### src/rtl/mdr_mem_unit.sv
// mdr_mem_unit -- Memory Data Register with a memory handshake sequencer.
//
// The MDR word feeds the bus multiplexer's MDR input. It loads from the bus
// (mdr_in_en) or from memory on a read. On a write, it supplies the write
// data. A request/ready FSM holds the memory strobe until mem_ready is seen.
// busy stalls the control unit for that time. done pulses for one cycle when
// the access ends.
//
// Optional feature macro: MDR_TIMEOUT_EN
//   defined   -- a wait counter aborts an access after TIMEOUT cycles with
//                mem_ready low, and sets the sticky err flag.
//   undefined -- accesses wait indefinitely for mem_ready; err is tied 0.
//
// Ports:
//   clk        system clock, all state updates on posedge
//   clr        synchronous active-high reset
//   bus_in     bus multiplexer output
//   mdr_in_en  load MDR from bus_in (IDLE only)
//   mar_addr   address from MAR
//   read_req   start memory read into MDR
//   write_req  start memory write from MDR
//   mem_rdata  memory read data
//   mem_ready  memory completes current access
//   mem_addr   registered access address
//   mem_wdata  registered write data
//   mem_rd     read strobe, held until accepted
//   mem_wr     write strobe, held until accepted
//   mdr_out    MDR contents
//   busy       transaction in progress
//   done       one-cycle pulse at transaction end
//   err        sticky timeout flag

module mdr_mem_unit #(
  parameter int DATA_W  = 32,
  parameter int ADDR_W  = 9,
  parameter int TIMEOUT = 15
) (
  input  logic              clk,
  input  logic              clr,
  input  logic [DATA_W-1:0] bus_in,
  input  logic              mdr_in_en,
  input  logic [ADDR_W-1:0] mar_addr,
  input  logic              read_req,
  input  logic              write_req,
  input  logic [DATA_W-1:0] mem_rdata,
  input  logic              mem_ready,
  output logic [ADDR_W-1:0] mem_addr,
  output logic [DATA_W-1:0] mem_wdata,
  output logic              mem_rd,
  output logic              mem_wr,
  output logic [DATA_W-1:0] mdr_out,
  output logic              busy,
  output logic              done,
  output logic              err
);

  localparam logic [1:0] S_IDLE = 2'd0;
  localparam logic [1:0] S_RD   = 2'd1;
  localparam logic [1:0] S_WR   = 2'd2;

  // A zero or negative wait limit would make the abort compare meaningless.
  if (TIMEOUT < 1) begin : g_bad_timeout
    $error("mdr_mem_unit: TIMEOUT must be >= 1");
  end

  logic [1:0] state;

`ifdef MDR_TIMEOUT_EN
  localparam int               CNT_W    = $clog2(TIMEOUT) + 1;
  localparam logic [CNT_W-1:0] CNT_LAST = CNT_W'(TIMEOUT - 1);
  localparam logic [CNT_W-1:0] CNT_ONE  = CNT_W'(1);

  logic [CNT_W-1:0] wait_cnt;
  logic             err_q;

  assign err = err_q;
`else
  assign err = 1'b0;
`endif

  // NOTE: all state here is updated with non-blocking assignments. Every
  // register then samples pre-edge values. This matters because mem_wdata
  // reads mdr_out in the same edge that can also reload mdr_out.
  always_ff @(posedge clk) begin
    if (clr) begin
      state     <= S_IDLE;
      mdr_out   <= '0;
      mem_addr  <= '0;
      mem_wdata <= '0;
      mem_rd    <= 1'b0;
      mem_wr    <= 1'b0;
      busy      <= 1'b0;
      done      <= 1'b0;
`ifdef MDR_TIMEOUT_EN
      wait_cnt  <= '0;
      err_q     <= 1'b0;
`endif
    end else begin
      done <= 1'b0;
      case (state)
        S_IDLE: begin
          if (read_req) begin
            // A read wins over a simultaneous write, and also swallows a bus load.
            mem_addr <= mar_addr;
            mem_rd   <= 1'b1;
            busy     <= 1'b1;
            state    <= S_RD;
`ifdef MDR_TIMEOUT_EN
            err_q    <= 1'b0;
            wait_cnt <= '0;
`endif
          end else begin
            if (mdr_in_en) begin
              mdr_out <= bus_in;
            end
            if (write_req) begin
              // Write the value the MDR will hold after this edge.
              mem_wdata <= mdr_in_en ? bus_in : mdr_out;
              mem_addr  <= mar_addr;
              mem_wr    <= 1'b1;
              busy      <= 1'b1;
              state     <= S_WR;
`ifdef MDR_TIMEOUT_EN
              err_q     <= 1'b0;
              wait_cnt  <= '0;
`endif
            end
          end
        end

        S_RD, S_WR: begin
          if (mem_ready) begin
            if (state == S_RD) begin
              mdr_out <= mem_rdata;
            end
            mem_rd <= 1'b0;
            mem_wr <= 1'b0;
            busy   <= 1'b0;
            done   <= 1'b1;
            state  <= S_IDLE;
          end
`ifdef MDR_TIMEOUT_EN
          else if (wait_cnt == CNT_LAST) begin
            // Give up on a memory that never answers. The MDR keeps its old value.
            mem_rd <= 1'b0;
            mem_wr <= 1'b0;
            busy   <= 1'b0;
            done   <= 1'b1;
            err_q  <= 1'b1;
            state  <= S_IDLE;
          end else begin
            wait_cnt <= wait_cnt + CNT_ONE;
          end
`endif
        end

        default: state <= S_IDLE;
      endcase
    end
  end

endmodule

### config.mk
export PLATFORM = sky130hd
export DESIGN_NAME = mdr_mem_unit
export DESIGN_NICKNAME = d
export VERILOG_FILES = /design/src/rtl/mdr_mem_unit.sv
export SDC_FILE = /design/constraint.sdc
export NUM_CORES = 1
export LEC_CHECK = 0
export BUFFER_PORTS_ARGS = -buffer_cell sky130_fd_sc_hd__buf_4
export CORE_ASPECT_RATIO = 1.2
export CORE_UTILIZATION = 43
export DETAILED_ROUTE_END_ITERATION = 10
export GPL_TIMING_DRIVEN = 0
export PLACE_DENSITY = 0.76
export REMOVE_ABC_BUFFERS = 1
export SLEW_MARGIN = 0
export SYNTH_ARGS = -nofsm -noshare
export SYNTH_HDL_FRONTEND = slang
export SYNTH_SLANG_ARGS = --single-unit
### constraint.sdc
create_clock -name clk -period 1.71 [get_ports clk]
set_input_delay 0.4275 -clock clk [delete_from_list [all_inputs] [get_ports clk]]
set_output_delay 0.4275 -clock clk [all_outputs]
set_load 0.01 [all_outputs]
==> out/metrics.cfg, run 1 <==
[timing]
fin_crit_sh_pct=103
finalWorstSetupSlack_ns=-0.0516
finalSetupViolCount=17
finalHoldViolCount=0
slew_headroom_pct=41.3
final.setup_skew_ns=0.00386
drv_slew=0
period_needed_ns=1.76
worstMarginPinSlew_ns=0.880
fmax_ghz=0.568
rsz0062_at_grt=true

[synthesis]
ys.flop_type=dfxtp_1
ys.warnings.count=0
synth.distinct_cells=29
synth_top_area_share_pct=42.0
async_flop_share_pct=0
synth_common_cells=dfxtp_1 (79), mux2i_1 (71), nor2_1 (42), nor2b_1 (35), o21ai_0 (35)
ys_seq_elements=79
syn-cell-area_um2=3770
synth_cells=395
yosysMostFrequentCell=dfxtp_1
yosysTopAreaCell=dfxtp_1
yosysSeqAreaShare_pct=42.0
synth.area.top_cells=dfxtp_1 (42%), mux2i_1 (19%), mux2_1 (9.0%)
avgSynthCellArea_um2=9.53
synth_edf_count=0

[placement]
place_hpwl_mm=6.41
gp_congestion=0.718
dpl_cell_area_um2=4960
portBuffers=155

[cells_and_area]
multi_input_area_um2=2190
regArea_um2=1580
fillers=734
final_nets=626
synthToLayoutAreaGrowth_pct=44.7
design_area_um2=5450
diodes=0
drive_above_1_share_pct=39.3

[cts]
cts_max_path_buffers=2
clock-sinks=79
cts_root_buffer=clkbuf_8
cts_htree_levels=3
cts_inserted_buffers=9
clock_latency_ns=0.35
clk_pin_slew_ns=0.07
hold_buffers=0
tritoncts=done

[setup_path]
crit_chain=inv_4, ha_4, buf_12, mux2i_4, or3_4, o21ai_2
cp-end-kind=flop
path_buf_inv=2
path_delay_family=simple AND/OR/NAND/NOR gates
cp_data_arrival_time_ns=2.05
start_kind=flop
cp_slowest_stage_delay_ns=0.51
worstPathRequired_ns=2.00
crit_fanout=8
crit_type=reg -> reg
cp_slowest_cell=or3_4

[power_and_ir_drop]
p_leak_nw=2.40
powerDensity_nw_per_um2=1010
fin_total_pwr_w=0.00553
peakVddDrop_v=0.000539

[floorplanning]
die-area_um2=9140
io_pins=157
dieWidth_um=87.4
die_h_um=105
num_rows=37
core-area_um2=8520
start_util_pct=44.2

[flow_run]
drv_cap=0

[grt]
grt_overflow=0
grt_pass1_wl_mm=17.1
grt_start_max_net_pins=84
gr-usage-all-layers_pct=24.5
grt_pass1_vias=3468
antenna_found_initial=0

[run_status]
status=finished with violations
violations=negative setup slack

[detailed_routing]
final_antenna_net_count=0
drt_iter0_drc=89
drcViolationCount=0
dr.pass1.iters=4
wirelength_mm=11.3
num_vias=3477
drt-wirelength-per-cell_um=17.0
avgViaCountPerCell=5.24

[worst_hold_path]
hp-class=in -> reg

==> worst paths after layout <==
check                                 start           to  slack, ns  depth (start not counted)
worst max register to register     state[0]  mdr_out[18]      -0.05                          6
worst max-delay path               state[0]  mdr_out[18]      -0.05                          6
worst min-delay path            mar_addr[7]  mem_addr[7]       0.31                          3
worst min register to register  mem_addr[0]  mem_addr[0]       0.50                          2
==> cell type report <==
| class | count | area share, % |
|---|---|---|
| multi-input cells | 285 | 40.1 |
| flip-flops and latches | 79 | 29.1 |
| repair buffers | 166 | 24.6 |
| clock buffers | 13 | 2.73 |
| well taps | 117 | 2.69 |
| clock inverters | 1 | 0.551 |
| inverters | 3 | 0.253 |
==> cells in the final DEF, fill, tap and decap left out, types with 2 or more instances in the layout <==
cell,n
o21a_1,4
mux2i_4,2
clkbuf_8,10
clkbuf_1,3
buf_12,4
nor2_1,42
nor2b_1,35
o21ai_1,17
a21oi_1,6
o21ai_0,29
a211oi_1,3
mux2_1,30
dfxtp_2,2
o21ai_2,23
or3_4,4
nand2_1,5
mux2i_1,70
dfxtp_1,77
buf_4,160
==> worst register-to-register path: stages, from the launching register on <==
cell	delay, ns
dfxtp_2	0.36
inv_4	0.05
ha_4	0.26
buf_12	0.13
mux2i_4	0.23
or3_4	0.51
o21ai_2	0.17
==> state kept, by name (all words and copies together), names as in the netlist <==
| name | cells |
|---|---|
| mdr_out | 32 |
| mem_wdata | 32 |
| mem_addr | 9 |
| state | 2 |
| busy | 1 |
| done | 1 |
| mem_rd | 1 |
| mem_wr | 1 |
==> per-stage QoR <==
| step | util, % | cells | hold slack, ns | setup slack, ns | TNS (ns) |
|---|---|---|---|---|---|
| 6_report | 64.0 | 664 | 0.307 | -0.0516 | -0.415 |
| 3_3_place_gp | 57.5 | 634 | 0.465 | -3.48 | -154.83 |
| 4_1_cts | 62.4 | 659 | 0.295 | -0.0369 | -0.0551 |
| 2_1_floorplan | - | 362 | 0.444 | -1.74 | -73.77 |
| 3_5_place_dp | 58.3 | 636 | 0.468 | -1.36 | -52.60 |
| 5_1_grt | 64.0 | 664 | 0.315 | -0.0924 | -1.60 |
==> power by group <==
part | switching (W) | internal, W | leakage [nW]
clock network | 0.000644 | 0.000701 | 0.0896
registers | 0.000135 | 0.00205 | 0.646
logic | 0.000989 | 0.00101 | 1.66
total | 0.00177 | 0.00376 | 2.40
==> repair_timing <==
action / in CTS / in global routing
endpoints found under the hold margin: 0 / 0
endpoints found under the setup margin: 78 / 61
resized for setup: 17 / 29
pin swaps: 7 / 28
buffers inserted: 4 / 5
gates cloned: 5 / 1
==> cell families after synthesis <==
family                   after synthesis  share of synthesized area [%]
AO/OA/AOI/OAI                         86                           12.2
adder cells (fa/ha/maj)                3                          0.997
buffers and inverters                 36                           5.02
flip-flops                            79                           42.0
multiplexers                         101                           27.8
other                                  1                         0.0996
AND/OR/NAND/NOR                       89                           11.9
==> layer usage <==
layer | vias up | part of all wire [%] | global-route usage, %
met2 | 139 | 50 | 41.6
met4 | 0 | 2.2 | 9.48
met1 | 1641 | 41 | 29.4
li1 | 1677 | - | -
met5 | - | 0 | 0
met3 | 20 | 6.7 | 5.63
Power figures use the tool's default switching activity.
==> run 2: changes to the inputs <==
--- a/config.mk
+++ b/config.mk
@@ -12,6 +12,7 @@
 export GPL_TIMING_DRIVEN = 0
 export PLACE_DENSITY = 0.76
 export REMOVE_ABC_BUFFERS = 1
+export SETUP_SLACK_MARGIN = 0.02
 export SLEW_MARGIN = 0
 export SYNTH_ARGS = -nofsm -noshare
 export SYNTH_HDL_FRONTEND = slang
==> out/metrics.cfg, run 2 (synthesized netlist as in run 1, its figures left out) <==
[floorplanning]
core-area_um2=8520  ; unchanged
die-area_um2=9140  ; unchanged
io_pins=157  ; unchanged
dieWidth_um=87.4  ; unchanged
die_h_um=105  ; unchanged
num_rows=37  ; unchanged
start_util_pct=44.2  ; unchanged

[cts]
cts_inserted_buffers=9  ; unchanged
cts_max_path_buffers=2  ; unchanged
cts_root_buffer=clkbuf_8
clock-sinks=79  ; unchanged
clk_pin_slew_ns=0.08  ; about the same
clock_latency_ns=0.35  ; about the same
hold_buffers=0  ; unchanged
cts_htree_levels=3  ; unchanged
tritoncts=done

[power_and_ir_drop]
p_leak_nw=2.43  ; +1.2%
peakVddDrop_v=0.000536  ; -0.52%
powerDensity_nw_per_um2=1020  ; +0.22%

[cells_and_area]
final_nets=633  ; +1.1%
diodes=0  ; unchanged
drive_above_1_share_pct=39.4  ; +0.045 points
synthToLayoutAreaGrowth_pct=46.2
fin_cells=671  ; +1.1%
reg_top3=mdr_out: 32 flops, mem_wdata: 32 flops, mem_addr: 9 flops
final_util_pct=64.6  ; +0.65 points
final_common_cell=buf_4
layout_common_cells=buf_4 (165), dfxtp_1 (77), mux2i_1 (69)
design_area_um2=5510  ; +1.0%

[timing]
rsz0062_at_grt=true
drv_slew=0  ; unchanged
fmax_ghz=0.583  ; +2.6%
finalHoldViolCount=0  ; unchanged
setup_tns_ns=-0.0178  ; +0.397 ns
period_needed_ns=1.72  ; -0.0453 ns
worstMarginPinSlew_ns=0.881  ; +0.000656 ns
fin_crit_sh_pct=100  ; -2.7 points
slew_headroom_pct=41.3  ; -0.044 points
final.setup_skew_ns=0.00676  ; +0.00290 ns
finalWorstSetupSlack_ns=-0.00622  ; +0.0453 ns
finalSetupViolCount=4  ; -13

[run_status]
status=finished with violations
violations=negative setup slack

[setup_path]
startpoint=state[1]
crit_fanout=8  ; unchanged
cp-end-kind=flop
crit_chain=inv_4, ha_4, buf_12, mux2i_4, or3_4, o21ai_1
regToRegSetupSlack_ns=-0.006  ; +0.05 ns
crit_type=reg -> reg
cp_slowest_stage_delay_ns=0.48  ; -0.03 ns
worstPathRequired_ns=2.00  ; about the same
reg2reg_from=state[1]
cp_data_arrival_time_ns=2.00  ; -0.05 ns
path_buf_inv=2  ; unchanged
cp_slowest_cell=or3_4
start_kind=flop
path_delay_family=simple AND/OR/NAND/NOR gates

[placement]
place_hpwl_mm=6.41  ; unchanged
dpl_cell_area_um2=4960  ; unchanged
dpl.cell_count=636  ; unchanged
gp_congestion=0.718  ; unchanged
dp_slack_ns=-1.36  ; unchanged
portBuffers=155  ; unchanged

[grt]
grt_pass1_wl_mm=17.2  ; +0.61%
gr-usage-all-layers_pct=24.6  ; +0.082 points
grt_start_max_net_pins=84  ; unchanged
grt_pass1_vias=3489  ; +0.61%
antenna_found_initial=0  ; unchanged
grt_overflow=0  ; unchanged

[detailed_routing]
drt-wirelength-per-cell_um=17.3  ; +1.7%
avgViaCountPerCell=5.35  ; +2.1%
drcViolationCount=0  ; unchanged
drt_iter0_drc=118  ; +33%
final_antenna_net_count=0  ; unchanged
dr.pass1.iters=5  ; +1
wirelength_mm=11.6  ; +2.7%
num_vias=3587  ; +3.2%

[worst_hold_path]
hold_start=mar_addr[4]
hp-class=in -> reg

[flow_run]
drv_cap=0  ; unchanged

[run 2: cell count changes in the layout (fill, tap and decap cells not counted), sizes merged]
cell	previous run	this run
buf	165	171
a21o	2	3
[run 2: tightest hold or removal path, cell delays in order]
cell     delay [ns]
buf_4          0.08
mux2i_1        0.05
nor2_1         0.07
[run 2: final timing paths]
path,cells past startpoint,end
worst min-delay path,3,mem_addr[4]
worst max register to register,6,mdr_out[15]
worst min register to register,2,mem_addr[8]
worst max-delay path,6,mdr_out[15]
[run 2: final cells by class]
type                            count  area [µm²]
Sequential cell                    79        1580
Multi-Input combinational cell    286        2190
Fill cell                         733        3010
Clock buffer                       13         149
Tap cell                          117         146
Timing Repair Buffer              172        1390
Clock inverter                      1        30.0
Inverter                            3        16.3
[run 2: power by group]
group	total [W]	switching [W]	internal (W)
registers	0.00219	0.000137	0.00205
logic	0.00205	0.00100	0.00105
clock network	0.00135	0.000649	0.000702
[run 2: timing repair]
item                       CTS  global route
gates resized for setup     20            22
setup endpoints to repair   78            63
pin swaps                   11            13
buffers inserted             5             9
hold endpoints to repair     0             0
gates cloned                 5             2
[run 2: per-stage QoR]
step / hold WS, ns / total power [W]
after floorplan: 0.444 / 0.00309
after global placement: 0.465 / 0.00379
after detailed placement: 0.468 / 0.00385
after CTS: 0.295 / 0.00543
after global routing: 0.315 / 0.00585
final: 0.309 / 0.00559
[run 2: per-layer routing]
layer	GRT usage [%]	up-vias	share of wire [%]
met2	42.2	149	51
met3	5.71	18	6.0
met4	9.25	0	1.8
li1	-	1693	-
met5	0	-	0
met1	29.2	1727	42
